===== config.mk =====
export PLATFORM = sky130hd
export DESIGN_NAME = fetch_sequencer
export DESIGN_NICKNAME = d
export VERILOG_FILES = /design/src/rtl/fetch_sequencer.sv
export SDC_FILE = /design/constraint.sdc
export NUM_CORES = 1
export LEC_CHECK = 0
export CAP_MARGIN = 40
export CORE_MARGIN = 2
export CORE_UTILIZATION = 49
export CTS_CLUSTER_DIAMETER = 80
export DETAILED_ROUTE_END_ITERATION = 6
export PLACE_DENSITY = 0.9
export REMOVE_ABC_BUFFERS = 1
export SKIP_CTS_REPAIR_TIMING = 1
export SLEW_MARGIN = 20
export SYNTH_ARGS = -nofsm -noshare
export SYNTH_HDL_FRONTEND = slang
export SYNTH_SLANG_ARGS = --single-unit

===== constraint.sdc =====
create_clock -name clk -period 3.25 [get_ports clk]
set_clock_uncertainty 0.2 [all_clocks]
set_input_delay 0.65 -clock clk [delete_from_list [all_inputs] [get_ports clk]]
set_output_delay 0.65 -clock clk [all_outputs]
set_load 0.005 [all_outputs]

===== src/rtl/fetch_sequencer.sv =====
// fetch_sequencer: program sequencer in front of the instruction decoder.
// Fetches 16-bit words from a synchronous instruction memory, pulses them into
// the decoder, and hands ordinary instructions to the execute stage over a
// req/ack handshake. Jump and halt opcodes are resolved here and never reach
// the execute stage.
module fetch_sequencer #(
  parameter int         ADDR_W  = 8,
  parameter logic [3:0] JMP_OP  = 4'hE,
  parameter logic [3:0] HALT_OP = 4'hF
) (
  input  logic              clk,
  input  logic              reset,
  input  logic              start,
  input  logic [ADDR_W-1:0] start_addr,
  output logic              imem_rd,
  output logic [ADDR_W-1:0] imem_addr,
  input  logic [15:0]       imem_data,
  output logic              id_en,
  output logic [15:0]       id_instr,
  output logic              exec_req,
  input  logic              exec_ack,
  output logic [ADDR_W-1:0] pc,
  output logic [15:0]       retired,
  output logic              busy,
  output logic              halted
);

  typedef enum logic [2:0] {
    S_IDLE, S_FETCH, S_WAIT_MEM, S_DECODE, S_EXEC, S_HALT
  } state_t;

  state_t            r_state, w_next;
  logic [ADDR_W-1:0] r_pc;
  logic [ADDR_W-1:0] w_jmp_tgt;
  logic [15:0]       r_ir;
  logic [15:0]       r_retired;
  logic              w_start_ok;
  logic              w_is_halt;
  logic              w_is_jmp;

  // start is honoured only when the sequencer is parked
  assign w_start_ok = start && (r_state == S_IDLE || r_state == S_HALT);
  assign w_is_halt  = (r_ir[15:12] == HALT_OP);
  assign w_is_jmp   = (r_ir[15:12] == JMP_OP);

  // Jump target is the 12-bit immediate, truncated or zero-extended to the PC
  generate
    if (ADDR_W > 12) begin : g_tgt_wide
      assign w_jmp_tgt = {{(ADDR_W-12){1'b0}}, r_ir[11:0]};
    end else begin : g_tgt_narrow
      assign w_jmp_tgt = r_ir[ADDR_W-1:0];
    end
  endgenerate

  // State register
  always_ff @(posedge clk or posedge reset) begin
    if (reset) r_state <= S_IDLE;
    else       r_state <= w_next;
  end

  // Next-state logic
  always_comb begin
    w_next = r_state;
    case (r_state)
      S_IDLE:     if (w_start_ok) w_next = S_FETCH;
      S_FETCH:    w_next = S_WAIT_MEM;
      S_WAIT_MEM: w_next = S_DECODE;
      S_DECODE: begin
        if (w_is_halt)     w_next = S_HALT;
        else if (w_is_jmp) w_next = S_FETCH;
        else               w_next = S_EXEC;
      end
      S_EXEC:     if (exec_ack) w_next = S_FETCH;
      S_HALT:     if (w_start_ok) w_next = S_FETCH;
      default:    w_next = S_IDLE;
    endcase
  end

  // Output decode; all strobes are pure functions of state so reset clears them at once
  always_comb begin
    imem_rd  = 1'b0;
    id_en    = 1'b0;
    exec_req = 1'b0;
    busy     = 1'b0;
    halted   = 1'b0;
    case (r_state)
      S_FETCH:    begin imem_rd  = 1'b1; busy = 1'b1; end
      S_WAIT_MEM: begin busy     = 1'b1; end
      S_DECODE:   begin id_en    = 1'b1; busy = 1'b1; end
      S_EXEC:     begin exec_req = 1'b1; busy = 1'b1; end
      S_HALT:     begin halted   = 1'b1; end
      default:    ;
    endcase
  end

  // PC, instruction register and retire counter
  always_ff @(posedge clk or posedge reset) begin
    if (reset) begin
      r_pc      <= '0;
      r_ir      <= '0;
      r_retired <= '0;
    end else begin
      case (r_state)
        S_IDLE, S_HALT: begin
          if (start) begin
            r_pc      <= start_addr;
            r_retired <= '0;
          end
        end
        S_WAIT_MEM: r_ir <= imem_data;
        S_DECODE:   if (!w_is_halt && w_is_jmp) r_pc <= w_jmp_tgt;
        S_EXEC: begin
          if (exec_ack) begin
            r_pc      <= r_pc + ADDR_W'(1);
            r_retired <= r_retired + 16'd1;
          end
        end
        default: ;
      endcase
    end
  end

  assign imem_addr = r_pc;
  assign pc        = r_pc;
  assign id_instr  = r_ir;
  assign retired   = r_retired;

endmodule


# Word-level counts from Yosys, hierarchy flattened
# Cells that the tools add are included.
# Widths: inputs -> output; s select.
# op_classes
bitwise_logic,0
shift,0
magnitude_cmp,0
mul,0
n_reduce_logical,12
n_addsub,2
n_eq_ne,11
div,0
mux,17
# ops
cell,n
$mux 16,2
$pmux 16 s2,1
$mux 8,3
$pmux 8 s3,1
$add 16x1->16 const B,1
$pmux 3 s5,1
$mux 3,4
$add 8x1->8 const B,1
$eq 4x4->1 const B,2
$eq 3x2->1 const B,2
$eq 3x3->1 const B,2
$mux 1,5
$ne 2x1->1 const B,2
$ne 2x2->1 const B,2
$reduce_and 4->1,1
$reduce_or 4->1,1
$eq 3x1->1 const B,1
$logic_not 3->1,1
$reduce_and 3->1,1
$reduce_bool 3->1,1
$logic_and 1x1->1,2
$reduce_and 2->1,1
$reduce_bool 2->1,1
$reduce_or 2->1,1
2 further kinds,2
# word_totals
romBits,0
ram_bits,0
output_inout_bits,53
input_bits,28
register_bits,43
word_cells,46
latchBits,0
mem_count,0

# Logic depth before layout (Yosys ltp)
# Gate-level depths: netlist (run 1).
# logic_depth
depth_word,5
ltp_mapped,7

# Worst setup path before layout (run 1)
# Ideal clock, no wire load.
# synth_path
kind,input -> register
startpoint,input start
endpoint,register r_pc[0] (netlist: imem_addr[0])
stages,5
arrival_time_ns,1.612
setup_time_ns,0.121
path_buffers,1
path_slack_ns,1.317
t_required_ns,2.929
cell_sequence,mux2_2 -> a21oi_2 -> o32ai_2 -> buf_2 -> a22o_1
# synth_between
elab_chain_len,2
# synth_lines
element,line_no,text
"start, declared",13,"input logic start,"
$ne 2x1->1 (no source line),n/a,
$reduce_and 4->1 (no source line),n/a,
"end signal, assigned",106,r_pc <= start_addr;
"end signal, assigned",111,S_DECODE: if (!w_is_halt && w_is_jmp) r_pc <= w_jmp_tgt;
"end signal, assigned",114,r_pc <= r_pc + ADDR_W'(1);
"end, declared",33,logic [ADDR_W-1:0] r_pc;
# Every way passes these cells.
# A chain may end at the register's enable or synchronous reset.

# Final worst setup path (run 1)
# layout_path
startpoint,register r_state[1]
endpoint,output exec_req
# layout_between
elab_chain_len,2
# layout_lines
element,line_no,text
"start, declared",32,"state_t r_state, w_next;"
"start signal, assigned",58,else r_state <= w_next;
$eq 3x3->1,86,case (r_state)
$mux 1,86,
"end, declared",20,"output logic exec_req,"
# Every way passes these cells.

==> flow_summary_export.csv, run 1 <==
group,metric,value,unit
run_status,outcome,"completed",
global_route,track_usage,0.226,
worst_setup_path,path_class,"flip-flop to output pin",
placement,hpwl,3950,um
die,dieArea,5270,um^2
sta,maxSlewViolCount,0,
clock_tree,ctsLongestPathBuffers,2,
layout,fin_area,3220,um^2
routing,vias,1981,
power,clkPwrFrac,0.164,
worst_setup_path,crit_path_start_kind,"flip-flop",
placement,place_congestion,0.767,
power,switching_share,0.350,
logic_synthesis,synth.area.mux_share,0.0830,
min_path,hold_class,"flip-flop to flip-flop",
layout,antennaDiodeCount,0,
logic_synthesis,synth_seq_area_share,0.466,
sta,slew_headroom,0.503,
routing,first_pass_iters,4,
power,comb_power_share,0.497,
logic_synthesis,ys_types,49,
worst_setup_path,worst_setup_path_end_kind,"output pin",
logic_synthesis,synth_area,2310,um^2
layout,syn2layout_area_growth,39.5,%
logic_synthesis,syn_area_per_cell,10.5,um^2
worst_setup_path,path_max_fanout,12,
die,rows,24,
sta,setup_viol,0,
die,die_w,72.6,um
clock_tree,cts_sinks,43,
die,io_pins,81,
placement,io_buffers,80,
logic_synthesis,syn_inst,220,
routing,wirelength,5560,um
clock_tree,clockRootBuffer,"clkbuf_8",
layout,drive_gt1_frac,0.152,
global_route,grt_pass1_wl,9200,um
clock_tree,numCtsBuffers,5,
job,drv_cap,0,
logic_synthesis,synth_top_family_by_area,"simple AND/OR/NAND/NOR gates",
logic_synthesis,synthFlopType,"dfrtp_1",
routing,drc,0,
worst_setup_path,arrival,2.26,ns
layout,final_core_util,0.724,
routing,drt_iter0_markers,119,
clock_tree,cts_tree,"done",
sta,fin_setup_tns,0,ns
clock_tree,worstSkewPairLatency,0.31,ns
worst_setup_path,required,2.40,ns
logic_synthesis,synth-compound-area-share,0.128,
logic_synthesis,postSynth.asyncResetShare,1.00,
logic_synthesis,yosysWarnings,0,
placement,dpl_cell_area,3090,um^2
logic_synthesis,ys_seq_elements,43,
sta,finalCritPeriodShare,0.957,
routing,wire_per_inst,16.0,um
sta,period_minus_slack,3.11,ns
layout,fin_nets,325,
sta,max_freq,0.322,GHz
die,initial_utilization,0.519,
die,coreArea,4440,um^2
logic_synthesis,synth_top_cell_by_area,"dfrtp_1",
logic_synthesis,yosys.cell_count.top_type,"dfrtp_1",
logic_synthesis,synthDominantCellAreaShare,0.466,
clock_tree,clkSlewWorstSetupHoldPaths,0.08,ns
logic_synthesis,ys_top_cells_by_area,"dfrtp_1 (47%), mux2_2 (7.8%), xnor2_1 (4.6%), nor2_1 (3.7%), o21ai_0 (3.5%)",
global_route,grt.overflow.total,0,
die,die_y,72.6,um
sta,tightest_slew,0.743,ns
global_route,first_global_vias,1976,
power,p_leak,1.29,nW
global_route,grt_start_max_net_pins,44,
logic_synthesis,synthTopCellsByCount,"dfrtp_1 (43), nor2_1 (23), mux2_2 (16), o21ai_0 (16), nand2_1 (14)",
power,seqPwrFrac,0.339,
logic_synthesis,synthSimpleGateAreaFrac,0.207,
power,power_density,831,nW/um^2
sta,grt_setup_unrepaired,"no",
global_route,antenna_found_initial,0,
power,power.net_switching,0.000936,W
power,ir_worst_vdd,0.565,mV
logic_synthesis,synthXorXnorAreaFrac,0.0493,
clock_tree,cts_htree_levels,2,
sta,hold_violations,0,
routing,vias_per_cell,5.69,
routing,ant_nets,0,
power,p_int,0.00174,W
logic_synthesis,synth_fa_ha_area_frac,0.0108,
logic_synthesis,synth-edff-count,0,
[worst max-delay path: stages (launching register included)]
cell	delay, ns
dfrtp_1	0.51
nand2b_1	0.22
or2_1	0.38
inv_2	0.28
clkdlybuf4s50_1	0.56
[area by class of cell]
class                           instances  area, um^2
Multi-Input combinational cell        155        1100
Inverter                                5        18.8
Tap cell                               52        65.1
Clock buffer                            6        82.6
Timing Repair Buffer                   85         838
Sequential cell                        43        1080
Fill cell                             307        1230
Clock inverter                          2        35.0
[through the flow]
stage,setup WS (ns),power [W],hold WS [ns],instances
after floorplan,0.949,0.00153,0.305,203
after global placement,0.539,0.00218,0.289,339
after detailed placement,0.493,0.00222,0.300,339
after CTS,0.139,0.00268,0.318,347
after global routing,0.0516,0.00284,0.339,348
final,0.141,0.00267,0.313,348
[cell usage in the layout, fill, tap and decap left out, types with 2 or more instances in the layout]
master,count
clkdlybuf4s50_1,80
dfrtp_1,43
nor2_1,23
mux2_2,16
o21ai_0,16
nand2_1,14
xnor2_1,12
nand3_1,11
clkbuf_8,6
a22o_1,5
buf_4,5
nor3_1,4
a21oi_1,4
inv_1,3
nor3b_1,3
nor4b_2,3
and3_1,3
or2_1,2
nand2b_1,2
inv_2,2
and4_1,2
nand4_1,2
a22oi_1,2
a221o_1,2
a31oi_1,2
o31ai_1,2
a221oi_1,2
and2_1,2
ha_1,2
[cells by family (layout without fill, tap and decap cells)]
family / count (synthesis) / count (layout)
compound gates: 42 / 42
xor+xnor: 13 / 13
fa+ha+maj: 2 / 2
buf+inv: 22 / 98
flops: 43 / 43
mux: 17 / 17
simple gates: 81 / 81
[flip-flops by register name, summed over array words and instances (netlist names)]
register / count
retired: 16
r_state: 3
id_instr: 16
imem_addr: 8
[power by group through the flow]
stage	Combinational, W	Clock (W)	Sequential (W)
after floorplan	0.000604	0	0.000930
after global placement	0.00128	0	0.000899
after detailed placement	0.00132	0	0.000905
after CTS	0.00133	0.000442	0.000905
after global routing	0.00144	0.000466	0.000935
final	0.00133	0.000438	0.000907
[routing by layer]
layer,share of wire,GRT usage,up-vias,wire (um)
met2,0.48,0.385,79,2680
met4,0.012,0.0720,0,68
met5,0,0,-,0
met1,0.42,0.266,959,2320
li1,-,-,936,-
met3,0.088,0.0815,7,488
[worst paths after layout]
| path | from | endpoint | slack, ns | depth (start not counted) |
|---|---|---|---|---|
| hold reg to reg | id_instr[11]$_DFFE_PP0P_ | id_instr[11]$_DFFE_PP0P_ | 0.31 | 1 |
| hold / removal | id_instr[11]$_DFFE_PP0P_ | id_instr[11]$_DFFE_PP0P_ | 0.31 | 1 |
| setup / recovery | r_state[1]$_DFFE_PP0P_ | exec_req | 0.14 | 4 |
| max in group asynchronous | reset | imem_addr[6]$_DFFE_PP0P_ | 1.88 | 3 |
| min in group asynchronous | reset | imem_addr[7]$_DFFE_PP0P_ | 0.61 | 3 |
| setup reg to reg | r_state[1]$_DFFE_PP0P_ | imem_addr[4]$_DFFE_PP0P_ | 0.85 | 7 |
No activity file was read; power rests on OpenSTA's default activity.
==> run 2: changes to the inputs <==
- CAP_MARGIN: 40 -> not set
- PLACE_DENSITY: 0.9 -> 0.95
==> flow_summary_export.csv, run 2 (synthesized netlist as in run 1, its figures left out) <==
group,metric,value,unit
run_status,outcome,"completed",
sta,setup_viol,0,
placement,dpl_cell_area,3090,um^2
power,p_int,0.00166,W
layout,final_cells,346,
global_route,first_global_vias,2004,
worst_setup_path,worstPathCellList,"nand2b_1 -> or2_1 -> inv_2 -> clkdlybuf4s50_1",
routing,first_pass_iters,4,
sta,finalCritPeriodShare,0.921,
layout,fin_area,3190,um^2
min_path,hold_class,"flip-flop to flip-flop",
power,comb_power_share,0.488,
worst_setup_path,r2r_slack,0.63,ns
placement,place_congestion,0.828,
sta,fin_setup_tns,0,ns
die,initial_utilization,0.519,
sta,tightest_slew,0.882,ns
global_route,use_met1,0.284,
worst_setup_path,required,2.40,ns
layout,final_cell_mix,"clkdlybuf4s50_1 (80), dfrtp_1 (43), nor2_1 (23)",
power,power_density,822,nW/um^2
routing,vias_per_cell,5.73,
sta,period_minus_slack,2.99,ns
power,seqPwrFrac,0.368,
global_route,met3_usage,0.0677,
die,rows,24,
worst_setup_path,worst_setup_path_end_kind,"output pin",
worst_setup_path,crit_slowest_cell,"dfrtp_1",
die,die_y,72.6,um
clock_tree,ctsLongestPathBuffers,2,
routing,wire_per_inst,16.9,um
die,dieArea,5270,um^2
worst_setup_path,arrival,2.14,ns
global_route,grt_start_max_net_pins,44,
sta,maxSlewViolCount,0,
worst_setup_path,worst-path-buf-inv,2,
die,io_pins,81,
routing,vias,1984,
clock_tree,clockRootBuffer,"clkbuf_8",
die,coreArea,4440,um^2
worst_setup_path,path_class,"flip-flop to output pin",
routing,ant_nets,0,
clock_tree,cts_sinks,43,
routing,drc,0,
power,ir_worst_vdd,0.515,mV
sta,slew_headroom,0.412,
clock_tree,numCtsBuffers,5,
sta,grt_setup_unrepaired,"no",
layout,final_core_util,0.717,
power,switching_share,0.365,
clock_tree,worstSkewPairLatency,0.30,ns
global_route,grt_pass1_wl,9490,um
layout,antennaDiodeCount,0,
layout,layout_commonest_cell,"clkdlybuf4s50_1",
layout,fill_cells,297,
routing,wirelength,5860,um
routing,drt_iter0_markers,116,
worst_setup_path,crit_path_start_kind,"flip-flop",
power,power.net_switching,0.000955,W
power,clkPwrFrac,0.144,
clock_tree,clkSlewWorstSetupHoldPaths,0.08,ns
sta,hold_violations,0,
global_route,top_usage_layer,"met2",
placement,placed_cells_incl_taps,338,
die,die_w,72.6,um
job,drv_cap,0,
clock_tree,cts_htree_levels,2,
layout,syn2layout_area_growth,38.1,%
global_route,track_usage,0.238,
worst_setup_path,critPathMaxStageDelay,0.62,ns
clock_tree,cts_tree,"done",
layout,drive_gt1_frac,0.143,
power,p_leak,1.27,nW
sta,max_freq,0.334,GHz
placement,io_buffers,80,
worst_setup_path,cp_top_family,"buffers and inverters",
layout,fin_nets,323,
placement,hpwl,4270,um
global_route,antenna_found_initial,0,
global_route,grtUsageMet2,0.408,
worst_setup_path,path_max_fanout,12,
global_route,grt.overflow.total,0,
==> run 2: cell types whose count changed in the layout (fill, tap and decap cells not counted) <==
cell	before	now
bufinv_16	1	0
clkinv_2	1	0
clkbuf_1	0	1
buf_4	5	3
clkbuf_8	6	7
==> run 2: cell type report <==
type / instances / area, um^2 / area share
multi-input combinational: 155 / 1100 / 0.346
timing repair buffer: 83 / 823 / 0.258
inverter: 5 / 18.8 / 0.00589
sequential: 43 / 1080 / 0.338
tap: 52 / 65.1 / 0.0204
clock buffer: 8 / 100 / 0.0314
==> run 2: worst paths after layout <==
path	startpoint	end	cells after the start
setup / recovery	r_state[2]$_DFFE_PP0P_	exec_req	4
setup reg to reg	r_state[1]$_DFFE_PP0P_	imem_addr[4]$_DFFE_PP0P_	8
hold / removal	id_instr[11]$_DFFE_PP0P_	id_instr[11]$_DFFE_PP0P_	1
hold reg to reg	id_instr[11]$_DFFE_PP0P_	id_instr[11]$_DFFE_PP0P_	1
min in group asynchronous	reset	id_instr[10]$_DFFE_PP0P_	3
max in group asynchronous	reset	retired[6]$_DFFE_PP0P_	3
==> run 2: routing by layer <==
layer  part of all wire  vias to the layer above
met5                  0                        -
met4              0.014                        0
met3              0.085                        5
met2               0.51                      102
met1               0.39                      955
li1                   -                      922
==> run 2: metrics by stage <==
step	total power [W]	hold slack [ns]	setup WS, ns
floorplan	0.00153	0.305	0.949
global placement	0.00217	0.289	0.581
detailed placement	0.00223	0.299	0.526
CTS	0.00262	0.320	0.250
global route	0.00277	0.353	0.146
finish	0.00262	0.323	0.258
==> run 2: power groups by stage <==
| stage | clock network, W | logic [W] | registers, W |
|---|---|---|---|
| detailed placement | 0 | 0.00127 | 0.000961 |
| global placement | 0 | 0.00122 | 0.000947 |
| global route | 0.000405 | 0.00137 | 0.000991 |
| floorplan | 0 | 0.000604 | 0.000930 |
| CTS | 0.000381 | 0.00128 | 0.000957 |
| finish | 0.000378 | 0.00128 | 0.000964 |
